$ cat src/rtl/pll_rst_ctrl.sv
// pll_rst_ctrl: staged reset sequencer fed by an asynchronous PLL lock.
// Debounces lock, releases rst_n_out[0..NUM_RST-1] in order, and pulls
// everything back low on lock loss. Runs on the PLL reference clock.
// Optional lock-timeout watchdog driving the PLL RST pin: PLL_RST_CTRL_WATCHDOG_EN.
module pll_rst_ctrl #(
    parameter int LOCK_STABLE_CYCLES = 1000,
    parameter int NUM_RST            = 4,
    parameter int STAGE_GAP          = 16,
    parameter int LOCK_TIMEOUT       = 500000,
    parameter int PLL_RST_CYCLES     = 64
) (
    input  logic               clk,
    input  logic               rst_n,
    input  logic               pll_lock,
    output logic [NUM_RST-1:0] rst_n_out,
    output logic               locked_stable,
    output logic [7:0]         lock_loss_cnt,
    output logic               pll_rst
);

    localparam int SCW = (LOCK_STABLE_CYCLES > 1) ? $clog2(LOCK_STABLE_CYCLES) : 1;
    localparam int GW  = (STAGE_GAP > 1) ? $clog2(STAGE_GAP) : 1;
    localparam int KW  = (NUM_RST > 1) ? $clog2(NUM_RST) : 1;

    localparam logic [SCW-1:0] STAB_LAST = SCW'(LOCK_STABLE_CYCLES - 1);
    localparam logic [GW-1:0]  GAP_LAST  = GW'(STAGE_GAP - 1);
    localparam logic [KW-1:0]  K_LAST    = KW'(NUM_RST - 1);

    // Elaboration-time parameter sanity checks.
    if (NUM_RST < 1 || NUM_RST > 8) begin : g_bad_num_rst
        $error("pll_rst_ctrl: NUM_RST must be 1..8");
    end
    if (STAGE_GAP < 1 || LOCK_STABLE_CYCLES < 1) begin : g_bad_counts
        $error("pll_rst_ctrl: STAGE_GAP and LOCK_STABLE_CYCLES must be >= 1");
    end
    if (LOCK_TIMEOUT < 1 || PLL_RST_CYCLES < 1) begin : g_bad_watchdog
        $error("pll_rst_ctrl: LOCK_TIMEOUT and PLL_RST_CYCLES must be >= 1");
    end

`ifdef PLL_RST_CTRL_WATCHDOG_EN
    localparam int TW = (LOCK_TIMEOUT > 1) ? $clog2(LOCK_TIMEOUT) : 1;
    localparam int PW = (PLL_RST_CYCLES > 1) ? $clog2(PLL_RST_CYCLES) : 1;
    localparam logic [TW-1:0] WD_LAST  = TW'(LOCK_TIMEOUT - 1);
    localparam logic [PW-1:0] PRC_LAST = PW'(PLL_RST_CYCLES - 1);

    typedef enum logic [2:0] {
        WAIT_LOCK, STABLE, RELEASE, RUN, PLL_RST
    } state_t;
`else
    typedef enum logic [1:0] {
        WAIT_LOCK, STABLE, RELEASE, RUN
    } state_t;
`endif

    state_t             state_q, state_d;
    logic [1:0]         sync_q, sync_d;
    logic [SCW-1:0]     stab_cnt_q, stab_cnt_d;
    logic [GW-1:0]      gap_q, gap_d;
    logic [KW-1:0]      stage_q, stage_d;
    logic [NUM_RST-1:0] rst_n_out_q, rst_n_out_d;
    logic               locked_stable_q, locked_stable_d;
    logic [7:0]         lock_loss_cnt_q, lock_loss_cnt_d;
    logic               lock_s;
`ifdef PLL_RST_CTRL_WATCHDOG_EN
    logic [TW-1:0]      wd_q, wd_d;
    logic [PW-1:0]      prc_q, prc_d;
    logic               pll_rst_q, pll_rst_d;
    logic               wd_fire;
`endif

    // Two-flop synchronizer for the asynchronous lock input.
    always_comb begin
        sync_d = {sync_q[0], pll_lock};
    end

    assign lock_s = sync_q[1];

    // Next-state and registered-output logic for the sequencer FSM.
    always_comb begin
        state_d         = state_q;
        stab_cnt_d      = stab_cnt_q;
        gap_d           = gap_q;
        stage_d         = stage_q;
        rst_n_out_d     = rst_n_out_q;
        locked_stable_d = locked_stable_q;
        lock_loss_cnt_d = lock_loss_cnt_q;
`ifdef PLL_RST_CTRL_WATCHDOG_EN
        wd_d      = wd_q;
        prc_d     = prc_q;
        pll_rst_d = pll_rst_q;
        wd_fire   = (wd_q == WD_LAST);
`endif
        case (state_q)
            WAIT_LOCK: begin
                rst_n_out_d     = '0;
                locked_stable_d = 1'b0;
`ifdef PLL_RST_CTRL_WATCHDOG_EN
                if (wd_fire) begin
                    state_d   = PLL_RST;
                    prc_d     = '0;
                    pll_rst_d = 1'b1;
                end else begin
                    wd_d = wd_q + 1'b1;
                    if (lock_s) begin
                        state_d    = STABLE;
                        stab_cnt_d = '0;
                    end
                end
`else
                if (lock_s) begin
                    state_d    = STABLE;
                    stab_cnt_d = '0;
                end
`endif
            end
            STABLE: begin
                if (lock_s && stab_cnt_q == STAB_LAST) begin
                    // Release takes priority over a watchdog expiring on the same edge.
                    gap_d   = '0;
                    stage_d = '0;
`ifdef PLL_RST_CTRL_WATCHDOG_EN
                    wd_d = '0;
`endif
                    if (NUM_RST == 1) begin
                        state_d         = RUN;
                        rst_n_out_d     = '1;
                        locked_stable_d = 1'b1;
                    end else begin
                        state_d     = RELEASE;
                        rst_n_out_d = NUM_RST'(1);
                    end
`ifdef PLL_RST_CTRL_WATCHDOG_EN
                end else if (wd_fire) begin
                    state_d   = PLL_RST;
                    prc_d     = '0;
                    pll_rst_d = 1'b1;
`endif
                end else if (!lock_s) begin
                    // Dropout before release: just restart, not a loss event.
                    state_d = WAIT_LOCK;
`ifdef PLL_RST_CTRL_WATCHDOG_EN
                    wd_d = wd_q + 1'b1;
`endif
                end else begin
                    stab_cnt_d = stab_cnt_q + 1'b1;
`ifdef PLL_RST_CTRL_WATCHDOG_EN
                    wd_d = wd_q + 1'b1;
`endif
                end
            end
            RELEASE, RUN: begin
                if (!lock_s) begin
                    state_d         = WAIT_LOCK;
                    rst_n_out_d     = '0;
                    locked_stable_d = 1'b0;
                    if (lock_loss_cnt_q != 8'hFF) begin
                        lock_loss_cnt_d = lock_loss_cnt_q + 8'd1;
                    end
                end else if (state_q == RELEASE) begin
                    if (gap_q == GAP_LAST) begin
                        gap_d   = '0;
                        stage_d = stage_q + 1'b1;
                        for (int i = 0; i < NUM_RST; i++) begin
                            if (KW'(i) == stage_d) begin
                                rst_n_out_d[i] = 1'b1;
                            end
                        end
                        if (stage_d == K_LAST) begin
                            state_d         = RUN;
                            locked_stable_d = 1'b1;
                        end
                    end else begin
                        gap_d = gap_q + 1'b1;
                    end
                end
            end
`ifdef PLL_RST_CTRL_WATCHDOG_EN
            PLL_RST: begin
                // Lock is ignored here; the PLL is being reset.
                rst_n_out_d     = '0;
                locked_stable_d = 1'b0;
                if (prc_q == PRC_LAST) begin
                    state_d   = WAIT_LOCK;
                    pll_rst_d = 1'b0;
                    wd_d      = '0;
                end else begin
                    prc_d = prc_q + 1'b1;
                end
            end
`endif
            default: begin
                state_d = WAIT_LOCK;
            end
        endcase
    end

    // State, counter and output registers.
    always_ff @(posedge clk or negedge rst_n) begin
        if (!rst_n) begin
            state_q         <= WAIT_LOCK;
            sync_q          <= '0;
            stab_cnt_q      <= '0;
            gap_q           <= '0;
            stage_q         <= '0;
            rst_n_out_q     <= '0;
            locked_stable_q <= 1'b0;
            lock_loss_cnt_q <= '0;
`ifdef PLL_RST_CTRL_WATCHDOG_EN
            wd_q      <= '0;
            prc_q     <= '0;
            pll_rst_q <= 1'b0;
`endif
        end else begin
            state_q         <= state_d;
            sync_q          <= sync_d;
            stab_cnt_q      <= stab_cnt_d;
            gap_q           <= gap_d;
            stage_q         <= stage_d;
            rst_n_out_q     <= rst_n_out_d;
            locked_stable_q <= locked_stable_d;
            lock_loss_cnt_q <= lock_loss_cnt_d;
`ifdef PLL_RST_CTRL_WATCHDOG_EN
            wd_q      <= wd_d;
            prc_q     <= prc_d;
            pll_rst_q <= pll_rst_d;
`endif
        end
    end

    assign rst_n_out     = rst_n_out_q;
    assign locked_stable = locked_stable_q;
    assign lock_loss_cnt = lock_loss_cnt_q;
`ifdef PLL_RST_CTRL_WATCHDOG_EN
    assign pll_rst = pll_rst_q;
`else
    assign pll_rst = 1'b0;
`endif

endmodule

$ cat config.mk
export PLATFORM = sky130hd
export DESIGN_NAME = pll_rst_ctrl
export DESIGN_NICKNAME = d
export VERILOG_FILES = /design/src/rtl/pll_rst_ctrl.sv
export SDC_FILE = /design/constraint.sdc
export NUM_CORES = 1
export LEC_CHECK = 0
export ABC_AREA = 1
export CORE_ASPECT_RATIO = 0.7
export CORE_UTILIZATION = 55
export CTS_BUF_LIST = sky130_fd_sc_hd__clkbuf_16
export DETAILED_ROUTE_END_ITERATION = 10
export HOLD_SLACK_MARGIN = 0.08
export PLACE_DENSITY = 0.75
export SKIP_LAST_GASP = 1
export SYNTH_ARGS = -nofsm -noshare
export SYNTH_HDL_FRONTEND = slang
export SYNTH_SLANG_ARGS = --single-unit
$ cat constraint.sdc
create_clock -name clk -period 2.8 [get_ports clk]
set_input_delay 0.84 -clock clk [delete_from_list [all_inputs] [get_ports clk]]
set_output_delay 0.84 -clock clk [all_outputs]
set_load 0.005 [all_outputs]
Word level (Yosys, flattened, before mapping)
Index checks and enable logic that the tools add are counted.
{"block": "word_totals", "ff_bits": 33, "memories": 0, "ramBits": 0, "latchBits": 0, "romBits": 0}
{"block": "classes", "n_reduce_logical": 17, "n_div": 0, "mux": 36, "n_bitwise": 1, "addsub": 4, "mul": 0, "eq_ne": 25, "magnitude_cmp": 0, "shifts": 0}
{"operator": "$mux W4", "n": 8}
{"operator": "$mux W10", "n": 3}
{"operator": "$reduce_and A4 Y1", "n": 7}
{"operator": "$ne A3 B3 Y1 const B", "n": 8}
{"operator": "$mux W2", "n": 11}
{"operator": "$pmux W10 S2", "n": 1}
{"operator": "$ne A2 B2 Y1 const B", "n": 7}
{"operator": "$pmux W4 S3", "n": 1}
{"operator": "$add A10 B1 Y10 const B", "n": 1}
{"operator": "$eq A10 B10 Y1 const B", "n": 1}
{"operator": "$reduce_and A5 Y1", "n": 2}
{"operator": "$add A8 B1 Y8 const B", "n": 1}
{"operator": "$mux W1", "n": 8}
{"operator": "$ne A8 B8 Y1 const B", "n": 1}
{"operator": "$pmux W4 S2", "n": 1}
{"operator": "$eq A2 B2 Y1 const B", "n": 3}
{"operator": "$pmux W2 S3", "n": 1}
{"operator": "$reduce_bool A2 Y1", "n": 3}
{"operator": "$add A4 B1 Y4 const B", "n": 1}
{"operator": "$eq A2 B2 Y1 const A", "n": 2}
{"operator": "$eq A4 B4 Y1 const B", "n": 1}
{"operator": "$logic_not A2 Y1", "n": 2}
{"operator": "$pmux W2 S2", "n": 1}
{"operator": "$reduce_and A3 Y1", "n": 1}
{"operator": "7 further kinds", "n": 7}

Logic depth before layout (Yosys ltp)
Gate-level depths: netlist (run 1).
{"block": "logic_depth", "word_depth": 7, "mapped_depth": 11}

Least setup slack after synthesis (run 1)
OpenSTA, ideal clock, no wires.
{"block": "synth_timing", "kind": "register -> register", "startpoint": "reg state_q[1]", "endpoint": "reg stab_cnt_q[7]", "arrival_ps": 1508, "path_buffers": 2, "slack_ps": 1174, "synth_period_minus_slack_ps": 1626, "t_required_ps": 2682, "stages_incl_launch_ff": 11, "setup_ps": 118, "cell_sequence": "dfrtp_1 -> inv_1 -> ha_1 -> buf_2 -> inv_1 -> nand3_1 -> nand2_4 -> clkinv_4 -> buf_12 -> nand2_1 -> o21ai_2"}
{"block": "synth_between", "elab_chain_len": 3}
{"item": "from (decl)", "line_no": "55", "rtl": "state_t state_q, state_d;"}
{"item": "from (signal assigned)", "line_no": "214", "rtl": "state_q <= state_d;"}
{"item": "$eq A2 B1 Y1 or $logic_not A2 Y1 (tied branches)", "line_no": "93", "rtl": "case (state_q)"}
{"item": "$ne A2 B2 Y1 (no line) or $reduce_bool A2 Y1 (tied branches)"}
{"item": "$reduce_and A4 Y1 (no line)"}
{"item": "to (signal assigned)", "line_no": "216", "rtl": "stab_cnt_q <= stab_cnt_d;"}
{"item": "to (decl)", "line_no": "57", "rtl": "logic [SCW-1:0] stab_cnt_q, stab_cnt_d;"}
Parallel ways exist; a longest one is shown, timed or not.
A chain may end at the register's enable or synchronous reset.

Final worst setup path (run 1)
{"block": "layout_timing", "startpoint": "reg lock_loss_cnt_q[4], in the netlist lock_loss_cnt[4]", "endpoint": "out lock_loss_cnt[4]"}
{"item": "from (decl)", "line_no": "62", "rtl": "logic [7:0] lock_loss_cnt_q, lock_loss_cnt_d;"}
{"item": "from (signal assigned)", "line_no": "221", "rtl": "lock_loss_cnt_q <= lock_loss_cnt_d;"}
{"item": "to (decl)", "line_no": "17", "rtl": "output logic [7:0] lock_loss_cnt,"}
No word-level cell between the ends.

==> Flow_metrics.wiki, run 1 <==
{| class="wikitable"
! Metric !! Value
|-
| Run status || completed
|-
| Area used by sequential logic in the layout || 826 sq um
|-
| Data arrival time of the critical path || 1260 ps
|-
| Peak supply drop || 0.368 mV
|-
| Placeable core region || 3540 sq um
|-
| # H-tree levels || 2
|-
| Final HPWL from detailed placement || 2710 microns
|-
| Inserted Clock Buffers || 5
|-
| Root Buffer Master || clkbuf_16
|-
| TritonCTS clock tree || built
|-
| FP Rows || 18
|-
| RSZ-0062 raised after global routing || no
|-
| Path type of the worst setup path || reg -> out
|-
| Area taken by multi-input logic gates || 1060 sq um
|-
| Count of fill cells added during filler insertion || 296
|-
| Maxcap violations || 0
|-
| CTS hold repair buffers || 0
|-
| WL/cell || 11.6 microns
|-
| Largest fanout on the critical path || 7
|-
| Number of max-slew violations in the final report || 0
|-
| Nature of the critical path startpoint || flop
|-
| Final net count || 301
|-
| Initial cell density of the core || 0.579
|-
| Critical Path End Type || primary output
|-
| Syn Area/Cell || 7.64 sq um
|-
| Most Used Layer, Global Route || met2
|-
| Data required time of the critical path || 1960 ps
|-
| Detailed-router iteration count before antenna repair || 4
|-
| Number of synthesis warnings || 0
|-
| Maximum clock skew at final layout || 2.69 ps
|-
| Insertion delay to the later sink of the worst-skew pair || 270 ps
|-
| Post-route DRC violation count || 0
|-
| Finish-stage setup viols || 0
|-
| CTS clock-pin slew for the worst setup and hold paths || 50 ps
|-
| Final Hold Vio Count || 0
|-
| Buf+Inv Stages, Crit Path || 1
|-
| Total congestion overflow after global routing || 0
|-
| Final antenna-violating net count || 0
|-
| Area added between synthesis and finish || 16.6%
|-
| Total number of vias || 1,756
|-
| Share of synthesized area occupied by flip-flops and latches || 0.403
|-
| Post-CTS Setup Repair Bufs || 0
|-
| N_diodes || 0
|-
| Flop2flop setup slack || 900 ps
|-
| Path class of the lowest-slack min-delay path || reg -> reg
|-
| Cell family with the largest share of critical-path delay || buffers and inverters
|-
| CTS sink cnt || 33
|-
| I/O Pins || 17
|-
| Pwr per Cell Area || 627 nW/um^2
|-
| Total Routing Usage GR || 0.228
|-
| Post-route clock period utilization || 0.751
|-
| Share of post-route cells with drive strength above 1 || 0.0764
|-
| Number of cells produced by synthesis || 268
|-
| Buffers from clock root to sink, at most || 2
|-
| Total routed wirelength || 3940 microns
|-
| First-pass GRT wire length || 6780 microns
|-
| Met2 Resource Use GR || 0.335
|-
| Number of global-route vias before repair || 1,543
|-
| Synthesized netlist net count || 282
|-
| Met3 track demand over resource || 0.0514
|-
| Number of antenna violations at the first check in global routing || 0
|-
| Highest clock rate || 0.476 GHz
|-
| Biggest cell delay along the critical path || 540 ps
|-
| Die area || 3980 sq um
|-
| Final critical-path required period || 2100 ps
|-
| Number of buffers added on ports || 15
|-
| Total design power || 1.50 mW
|-
| DIE WIDTH || 74.9 microns
|-
| Ordered list of cells on the worst path || clkdlybuf4s50_1
|-
| DRC violation total after the first TritonRoute iteration || 135
|-
| CTS resizes || 0
|-
| Pin count of the biggest net entering global routing || 34
|-
| Post-synth cell types || 31
|-
| Global routing usage on met1 || 0.331
|-
| Fin Setup TNS || 0 ps
|-
| Routed vias/inst || 5.20
|-
| Weighted congestion at the end of routability-driven global placement || 0.763
|-
| Cell with the largest stage delay on the worst path || clkdlybuf4s50_1
|-
| Standby leakage power || 1.19 nW
|-
| Number of register bits inferred by synthesis || 33
|-
| Synthesized area || 2050 sq um
|-
| Y dimension of the die || 53.1 microns
|}
==> placed cells by master, fill, tap and decap left out, drive strengths merged, types with 7 or more instances in the layout <==
cell and n:
nand2 94, dfrtp 33, inv 31, nor2 25, nand3 20, nand4 17, clkdlybuf4s50 15, o21ai 13
ha 11, xor2 7
==> power by group <==
part | internal [mW] | switching, mW | leakage, nW
logic | 0.106 | 0.239 | 0.659
clock network | 0.413 | 0.189 | 0.0826
registers | 0.510 | 0.0393 | 0.451
total | 1.03 | 0.467 | 1.19
==> Yosys cell counts <==
master    instances  share of area
nand3_2           1         0.0049
xor2_1            7          0.030
nor2_2            2         0.0061
nand2_4           2          0.011
nor2_4            1         0.0055
o21ai_0           8          0.020
a21oi_1           1         0.0024
dfrtp_1          33           0.40
or2_1             1         0.0031
buf_6             1         0.0055
buf_12            1         0.0098
xnor2_1           1         0.0043
nor3_1            3         0.0073
conb_1            1         0.0018
clkinv_4          1         0.0043
nand2_1          89           0.16
o21a_1            2         0.0073
buf_2             1         0.0024
nand4_1          17          0.052
o211ai_1          1         0.0037
nand3_1          19          0.046
ha_1             11          0.067
inv_1            30          0.055
nor3b_1           1         0.0037
a21oi_2           1         0.0043
nand2_2           3         0.0092
nor2_1           22          0.040
nand3b_1          1         0.0037
buf_4             1         0.0037
o21ai_1           1         0.0024
o21ai_2           4          0.017
==> flip-flops by register name, summed over array words and instances, names as in the netlist <==
name           flops
stage_q            2
gap_q              4
sync_q             2
stab_cnt_q        10
rst_n_out          4
lock_loss_cnt      8
state_q            2
locked_stable      1
==> layer usage <==
metal	up-vias	part of all wire
met4	0	0.013
li1	901	-
met2	42	0.43
met3	8	0.045
met1	805	0.51
met5	-	0
==> worst paths after layout <==
kind / startpoint / to / depth (start not counted)
worst max-delay path: lock_loss_cnt[4]$_DFFE_PN0P_ / lock_loss_cnt[4] / 1
worst min-delay path: sync_q[0]$_DFF_PN0_ / sync_q[1]$_DFF_PN0_ / 0
worst max register to register: state_q[0]$_DFFE_PN0P_ / gap_q[2]$_DFFE_PN0P_ / 8
worst min register to register: sync_q[0]$_DFF_PN0_ / sync_q[1]$_DFF_PN0_ / 0
max in group asynchronous: rst_n / stab_cnt_q[6]$_DFFE_PN0P_ / 2
min in group asynchronous: rst_n / rst_n_out[2]$_DFFE_PN0P_ / 2
==> cells by family after synthesis <==
family,count (synthesis),share of synthesized area
buffers and inverters,35,0.0806
AND/OR/NAND/NOR,162,0.356
adder cells (fa/ha/maj),11,0.0672
XOR/XNOR,8,0.0342
flip-flops,33,0.403
AO/OA/AOI/OAI,18,0.0568
other,1,0.00183
==> cell type report <==
| type | count | area share |
|---|---|---|
| multi-input cells | 200 | 0.443 |
| flip-flops and latches | 33 | 0.346 |
| repair buffers | 16 | 0.0660 |
| clock buffers | 5 | 0.0524 |
| inverters | 31 | 0.0508 |
| well taps | 50 | 0.0262 |
| clock inverters | 3 | 0.0157 |
==> through the flow <==
step	util	setup slack [ps]	hold WS [ps]	cell area, sq um	std cells
detailed placement	0.629	946	342	2220	330
global placement	0.629	1000	332	2220	330
global route	0.675	656	375	2390	338
finish	0.675	698	355	2390	338
CTS	0.675	690	354	2390	338
floorplan	-	1170	331	2050	268
Note: power is estimated with default switching activity, not from simulation.
==> inputs of run 2 (changes only) <==
==> constraint.sdc (replaced) <==
create_clock -name clk -period 2 [get_ports clk]
set_input_delay 0.6 -clock clk [delete_from_list [all_inputs] [get_ports clk]]
set_output_delay 0.6 -clock clk [all_outputs]
set_load 0.005 [all_outputs]
==> run 2 against run 1 <==
  * Sequential power increased by 40%
  * Clock power increased by 40%
  * Cell count increased by 0.30%
  * Via count decreased by 2.1%
  * Cell area increased by 0.52%
  * Die area unchanged
  * Critical path depth unchanged
  * Combinational power increased by 46%
==> Flow_metrics.wiki, run 2 (synthesis results as in run 1) <==
{| class="wikitable"
! Metric !! Value
|-
| Ordered list of cells on the worst path || clkdlybuf4s50_1
|-
| Pwr per Cell Area || 881 nW/um^2 (+41%)
|-
| # H-tree levels || 2 (unchanged)
|-
| Maxcap violations || 0 (unchanged)
|-
| Final critical-path required period || 1900 ps
|-
| Maximum clock skew at final layout || 4.90 ps (+2.21 ps)
|-
| Hold Crit Start || sync_q[0]$_DFF_PN0_
|-
| Critical Path End Type || primary output
|-
| Area added between synthesis and finish || 17.2%
|-
| Root Buffer Master || clkbuf_16
|-
| CTS clock-pin slew for the worst setup and hold paths || 50 ps (about the same)
|-
| Number of max-slew violations in the final report || 0 (unchanged)
|-
| Number of buffers added on ports || 15 (unchanged)
|-
| TritonCTS clock tree || built
|-
| I/O Pins || 17 (unchanged)
|-
| Number of placed instances with taps included || 332 (+0.61%)
|-
| Max reg flops || 10 (unchanged)
|-
| Beginning of the critical path || lock_loss_cnt[4]$_DFFE_PN0P_
|-
| Peak supply drop || 0.573 mV (+56%)
|-
| Setup slack of the critical path after layout || 95.1 ps (-603 ps)
|-
| Weighted congestion at the end of routability-driven global placement || 0.815 (+6.8%)
|-
| Data arrival time of the critical path || 1300 ps (+40 ps)
|-
| Share of post-route cells with drive strength above 1 || 0.0865 (+0.0101)
|-
| Standby leakage power || 1.20 nW (+0.49%)
|-
| Pin count of the biggest net entering global routing || 34 (unchanged)
|-
| Highest clock rate || 0.525 GHz
|-
| Finish-stage setup viols || 0 (unchanged)
|-
| Total Routing Usage GR || 0.233 (+0.00453)
|-
| Routed vias/inst || 5.07 (-2.4%)
|-
| WL/cell || 12.0 microns (+2.7%)
|-
| Most used cells in the layout excluding fill and tap cells || nand2_1, dfrtp_1, inv_1
|-
| Insertion delay to the later sink of the worst-skew pair || 270 ps (about the same)
|-
| Y dimension of the die || 53.1 microns (unchanged)
|-
| Final Hold Vio Count || 0 (unchanged)
|-
| N_diodes || 0 (unchanged)
|-
| Initial cell density of the core || 0.579 (unchanged)
|-
| DIE WIDTH || 74.9 microns (unchanged)
|-
| Nature of the critical path startpoint || flop
|-
| Path length in cells of the critical path || 1 (unchanged)
|-
| DRC violation total after the first TritonRoute iteration || 112 (-17%)
|-
| Final HPWL from detailed placement || 2860 microns (+5.4%)
|-
| Worst setup slack after placement || 249 ps (-697 ps)
|-
| Utilization after layout || 0.679 (+0.00354)
|-
| Buffers from clock root to sink, at most || 2 (unchanged)
|-
| Worst hold margin || 348 ps (-6.34 ps)
|-
| Path type of the worst setup path || reg -> out
|-
| Path class of the lowest-slack min-delay path || reg -> reg
|-
| Total routed wirelength || 4050 microns (+3.0%)
|-
| Count of fill cells added during filler insertion || 295 (-0.34%)
|-
| Final antenna-violating net count || 0 (unchanged)
|-
| Placeable core region || 3540 sq um (unchanged)
|-
| CTS sink cnt || 33 (unchanged)
|-
| Inserted Clock Buffers || 5 (unchanged)
|-
| Final net count || 303 (+0.66%)
|-
| Length in cells of the worst reg-to-reg path || 8 (unchanged)
|-
| Placement Cell Area || 2240 sq um (+0.68%)
|-
| Cell area after layout || 2400 sq um (+0.52%)
|-
| Data required time of the critical path || 1400 ps (-560 ps)
|-
| First-pass GRT wire length || 6760 microns (-0.40%)
|-
| Largest fanout on the critical path || 7 (unchanged)
|-
| Cell family with the largest share of critical-path delay || buffers and inverters
|-
| Cell with the largest stage delay on the worst path || clkdlybuf4s50_1
|-
| Detailed-router iteration count before antenna repair || 4 (unchanged)
|-
| Hold Path Cell Cnt || 0 (unchanged)
|-
| CTS hold repair buffers || 0 (unchanged)
|-
| Post-CTS Setup Repair Bufs || 0 (unchanged)
|-
| Register bank with the most flops || stab_cnt_q
|-
| Post-route clock period utilization || 0.952
|-
| Die area || 3980 sq um (unchanged)
|-
| Number of antenna violations at the first check in global routing || 0 (unchanged)
|-
| Biggest cell delay along the critical path || 560 ps (+20 ps)
|-
| RSZ-0062 raised after global routing || no
|-
| Number of global-route vias before repair || 1,453 (-5.8%)
|-
| Post-route DRC violation count || 0 (unchanged)
|-
| Total congestion overflow after global routing || 0 (unchanged)
|-
| Total number of vias || 1,719 (-2.1%)
|-
| Fin Setup TNS || 0 ps (unchanged)
|-
| Leading cell type in the layout, fill and taps excluded || nand2_1
|-
| Run status || completed
|-
| Final non-filler cell total || 339 (+0.30%)
|-
| Total design power || 2.11 mW (+41%)
|-
| Buf+Inv Stages, Crit Path || 1 (unchanged)
|-
| CTS resizes || 0 (unchanged)
|-
| FF-to-FF Start || stab_cnt_q[0]$_DFFE_PN0P_
|-
| FP Rows || 18 (unchanged)
|}
-- run 2: cell count changes in the layout (fill, tap and decap cells not counted) --
cell	before	now
buf_4	1	3
clkinv_1	1	0
clkinv_2	0	1
inv_1	31	30
-- run 2: layout make-up --
| type | count | area, sq um | share of cell area |
|---|---|---|---|
| multi-input cells | 200 | 1060 | 0.441 |
| inverters | 31 | 121 | 0.0506 |
| clock buffers | 5 | 125 | 0.0521 |
| flip-flops and latches | 33 | 826 | 0.344 |
| well taps | 50 | 62.6 | 0.0261 |
| repair buffers | 18 | 173 | 0.0720 |
| clock inverters | 2 | 35.0 | 0.0146 |
-- run 2: power by group --
part	switching, mW	leakage [nW]	total, mW	internal, mW
combinational	0.341	0.668	0.503	0.162
clock	0.264	0.0797	0.841	0.577
sequential	0.0551	0.451	0.770	0.715
-- run 2: path summary, 6_finish.rpt --
| path | endpoint | slack, ps |
|---|---|---|
| setup reg to reg | gap_q[2]$_DFFE_PN0P_ | 230 |
| setup / recovery | lock_loss_cnt[4] | 100 |
| min in group asynchronous | stab_cnt_q[0]$_DFFE_PN0P_ | 740 |
| hold reg to reg | sync_q[1]$_DFF_PN0_ | 350 |
| hold / removal | sync_q[1]$_DFF_PN0_ | 350 |
| max in group asynchronous | lock_loss_cnt[6]$_DFFE_PN0P_ | 960 |
-- run 2: routing by layer --
layer / routed length (microns) / global-route usage / vias to the layer above
li1: - / - / 903
met1: 2050 / 0.339 / 771
met2: 1760 / 0.338 / 43
met3: 233 / 0.0705 / 2
met4: 16 / 0.0472 / 0
met5: 0 / 0 / -
==> inputs of run 3 (changes only) <==
--- a/config.mk
+++ b/config.mk
@@ -11,7 +11,7 @@
 export CTS_BUF_LIST = sky130_fd_sc_hd__clkbuf_16
 export DETAILED_ROUTE_END_ITERATION = 10
 export HOLD_SLACK_MARGIN = 0.08
-export PLACE_DENSITY = 0.75
+export PLACE_DENSITY = 0.76
 export SKIP_LAST_GASP = 1
 export SYNTH_ARGS = -nofsm -noshare
 export SYNTH_HDL_FRONTEND = slang
==> constraint.sdc (replaced) <==
create_clock -name clk -period 2 [get_ports clk]
set_input_delay 0.4 -clock clk [delete_from_list [all_inputs] [get_ports clk]]
set_output_delay 0.4 -clock clk [all_outputs]
set_load 0.005 [all_outputs]
==> run 3 against run 2 <==
  * Clock-buffer cell count is the same
  * Worst hold slack lost 1.5 ps
  * Cell area grew 0.42%
  * Die area is the same
  * Total power grew 1.5%
  * Critical endpoint is now gap_q[2]$_DFFE_PN0P_
==> Flow_metrics.wiki, run 3 (synthesis results as in run 1) <==
{| class="wikitable"
! Metric !! Value
|-
| Final net count || 304 (+0.33%)
|-
| Area added between synthesis and finish || 17.7%
|-
| Final non-filler cell total || 341 (+0.59%)
|-
| WL/cell || 11.9 microns (-0.46%)
|-
| Routed vias/inst || 5.17 (+2.0%)
|-
| Final critical-path required period || 1790 ps (-113 ps)
|-
| Net load switching power || 0.680 mW (+2.9%)
|-
| Post-route DRC violation count || 0 (unchanged)
|-
| Fin Setup TNS || 0 ps (unchanged)
|-
| Initial cell density of the core || 0.579 (unchanged)
|-
| Die area || 3980 sq um (unchanged)
|-
| RSZ-0062 raised after global routing || no
|-
| Register bank with the most flops || stab_cnt_q
|-
| Final HPWL from detailed placement || 2860 microns (about the same)
|-
| Hold Path Cell Cnt || 0 (unchanged)
|-
| FP Rows || 18 (unchanged)
|-
| CTS clock-pin slew for the worst setup and hold paths || 50 ps (about the same)
|-
| Buf+Inv Stages, Crit Path || 2 (+1)
|-
| Biggest cell delay along the critical path || 430 ps (-130 ps)
|-
| Share of post-route cells with drive strength above 1 || 0.0859 (-0.000595)
|-
| Worst Hold Endpoint || sync_q[1]$_DFF_PN0_
|-
| Weighted congestion at the end of routability-driven global placement || 0.851 (+4.4%)
|-
| Beginning of the critical path || state_q[0]$_DFFE_PN0P_
|-
| Global routing usage on met1 || 0.350 (+0.0103)
|-
| Pwr per Cell Area || 891 nW/um^2 (+1.1%)
|-
| Placeable core region || 3540 sq um (unchanged)
|-
| Data arrival time of the critical path || 1960 ps (+660 ps)
|-
| Relative contribution of the clock network to total power || 0.401 (+0.003)
|-
| Total design power || 2.15 mW (+1.5%)
|-
| Root Buffer Master || clkbuf_16
|-
| Path class of the lowest-slack min-delay path || reg -> reg
|-
| Leading cell type in the layout, fill and taps excluded || nand2_1
|-
| Hold Crit Start || sync_q[0]$_DFF_PN0_
|-
| Final antenna-violating net count || 0 (unchanged)
|-
| Buffers from clock root to sink, at most || 2 (unchanged)
|-
| Setup slack of the critical path after layout || 208 ps (+113 ps)
|-
| Number of placed instances with taps included || 333 (+0.30%)
|-
| Post-route clock period utilization || 0.896 (-0.0563)
|-
| Flop2flop setup slack || 210 ps (-20 ps)
|-
| Total Routing Usage GR || 0.234 (+0.00127)
|-
| Max reg flops || 10 (unchanged)
|-
| Y dimension of the die || 53.1 microns (unchanged)
|-
| CTS sink cnt || 33 (unchanged)
|-
| Path type of the worst setup path || reg -> reg
|-
| Run status || completed
|-
| Total routed wirelength || 4060 microns (+0.12%)
|-
| Most used cells in the layout excluding fill and tap cells || nand2_1, dfrtp_1, inv_1
|-
| Maximum clock skew at final layout || 5.78 ps (+0.883 ps)
|-
| CTS resizes || 0 (unchanged)
|-
| DIE WIDTH || 74.9 microns (unchanged)
|-
| Largest fanout on the critical path || 8 (+1)
|-
| Share of total power in sequential cells || 0.357 (-0.007)
|-
| Standby leakage power || 1.21 nW (+0.66%)
|-
| Switching share of power || 0.317 (+0.00422)
|-
| Peak supply drop || 0.610 mV (+6.5%)
|-
| Total congestion overflow after global routing || 0 (unchanged)
|-
| Pin count of the biggest net entering global routing || 34 (unchanged)
|-
| Number of antenna violations at the first check in global routing || 0 (unchanged)
|-
| Ordered list of cells on the worst path || inv_1 -> ha_1 -> nor2_2 -> nor2_1 -> inv_1 -> nand3_1 -> nand2_1 -> nand2_1
|-
| Total number of vias || 1,764 (+2.6%)
|-
| Number of buffers added on ports || 15 (unchanged)
|-
| Data required time of the critical path || 2170 ps (+770 ps)
|-
| Critical Path End Type || flop
|-
| Final Hold Vio Count || 0 (unchanged)
|-
| Met3 track demand over resource || 0.0610 (-0.00952)
|-
| Detailed-router iteration count before antenna repair || 4 (unchanged)
|-
| Proportion of power drawn by combinational gates || 0.242 (+0.004)
|-
| Post-CTS Setup Repair Bufs || 0 (unchanged)
|-
| DRC violation total after the first TritonRoute iteration || 112 (unchanged)
|-
| Count of fill cells added during filler insertion || 314 (+6.4%)
|-
| CTS hold repair buffers || 0 (unchanged)
|-
| Cell with the largest stage delay on the worst path || dfrtp_1
|-
| Highest clock rate || 0.558 GHz (+6.3%)
|-
| Number of global-route vias before repair || 1,499 (+3.2%)
|-
| Cell family with the largest share of critical-path delay || simple AND/OR/NAND/NOR gates
|-
| FF-to-FF Start || state_q[0]$_DFFE_PN0P_
|-
| Nature of the critical path startpoint || flop
|-
| I/O Pins || 17 (unchanged)
|-
| Worst setup slack after placement || 274 ps (+25.5 ps)
|-
| Inserted Clock Buffers || 5 (unchanged)
|-
| Cell-internal power || 1.47 mW (+0.90%)
|-
| Met2 Resource Use GR || 0.314 (-0.0240)
|-
| Utilization after layout || 0.682 (+0.00283)
|-
| Number of max-slew violations in the final report || 0 (unchanged)
|-
| First-pass GRT wire length || 6810 microns (+0.81%)
|-
| Insertion delay to the later sink of the worst-skew pair || 280 ps (about the same)
|-
| N_diodes || 0 (unchanged)
|-
| Length in cells of the worst reg-to-reg path || 8 (unchanged)
|-
| Maxcap violations || 0 (unchanged)
|-
| Most Used Layer, Global Route || met1
|-
| # H-tree levels || 2 (unchanged)
|-
| Finish-stage setup viols || 0 (unchanged)
|-
| Reg-to-reg endpoint || gap_q[2]$_DFFE_PN0P_
|-
| TritonCTS clock tree || built
|}
run 3: changes by cell type in the layout (fill, tap and decap cells not counted), sizes merged:
cell | before | now
buf | 3 | 4
inv | 30 | 31
run 3: worst max-delay path by stage:
stage,to,cells after the start,slack [ps]
after floorplan,stab_cnt_q[7]$_DFFE_PN0P_,10,370
after global placement,gap_q[0]$_DFFE_PN0P_,8,310
after detailed placement,gap_q[2]$_DFFE_PN0P_,8,270
after CTS,gap_q[2]$_DFFE_PN0P_,8,230
after global routing,gap_q[3]$_DFFE_PN0P_,8,30
final,gap_q[2]$_DFFE_PN0P_,8,210
run 3: layout make-up:
type | count | area (sq um) | area share
timing repair buffer | 19 | 180 | 0.0748
clock inverter | 3 | 37.5 | 0.0156
inverter | 31 | 121 | 0.0504
sequential | 33 | 826 | 0.343
clock buffer | 5 | 125 | 0.0519
multi-input combinational | 200 | 1060 | 0.439
tap | 50 | 62.6 | 0.0260
run 3: metrics by stage:
stage,instance area (sq um),hold slack [ps]
3_5_place_dp,2250,339
3_3_place_gp,2250,333
5_1_grt,2410,368
2_1_floorplan,2050,104
6_report,2410,347
4_1_cts,2410,350
run 3: routing by layer:
| metal | wire length (microns) | vias up | part of all wire |
|---|---|---|---|
| li1 | - | 906 | - |
| met3 | 171 | 7 | 0.042 |
| met2 | 1640 | 46 | 0.40 |
| met5 | 0 | - | 0 |
| met4 | 49 | 0 | 0.012 |
| met1 | 2200 | 805 | 0.54 |
run 3: power groups by stage:
stage / Clock [mW] / Sequential, mW / Combinational (mW)
final: 0.861 / 0.765 / 0.520
after floorplan: 0 / 0.766 / 0.422
after global routing: 0.910 / 0.773 / 0.590
after global placement: 0 / 0.773 / 0.506
after CTS: 0.867 / 0.764 / 0.518
after detailed placement: 0 / 0.776 / 0.513
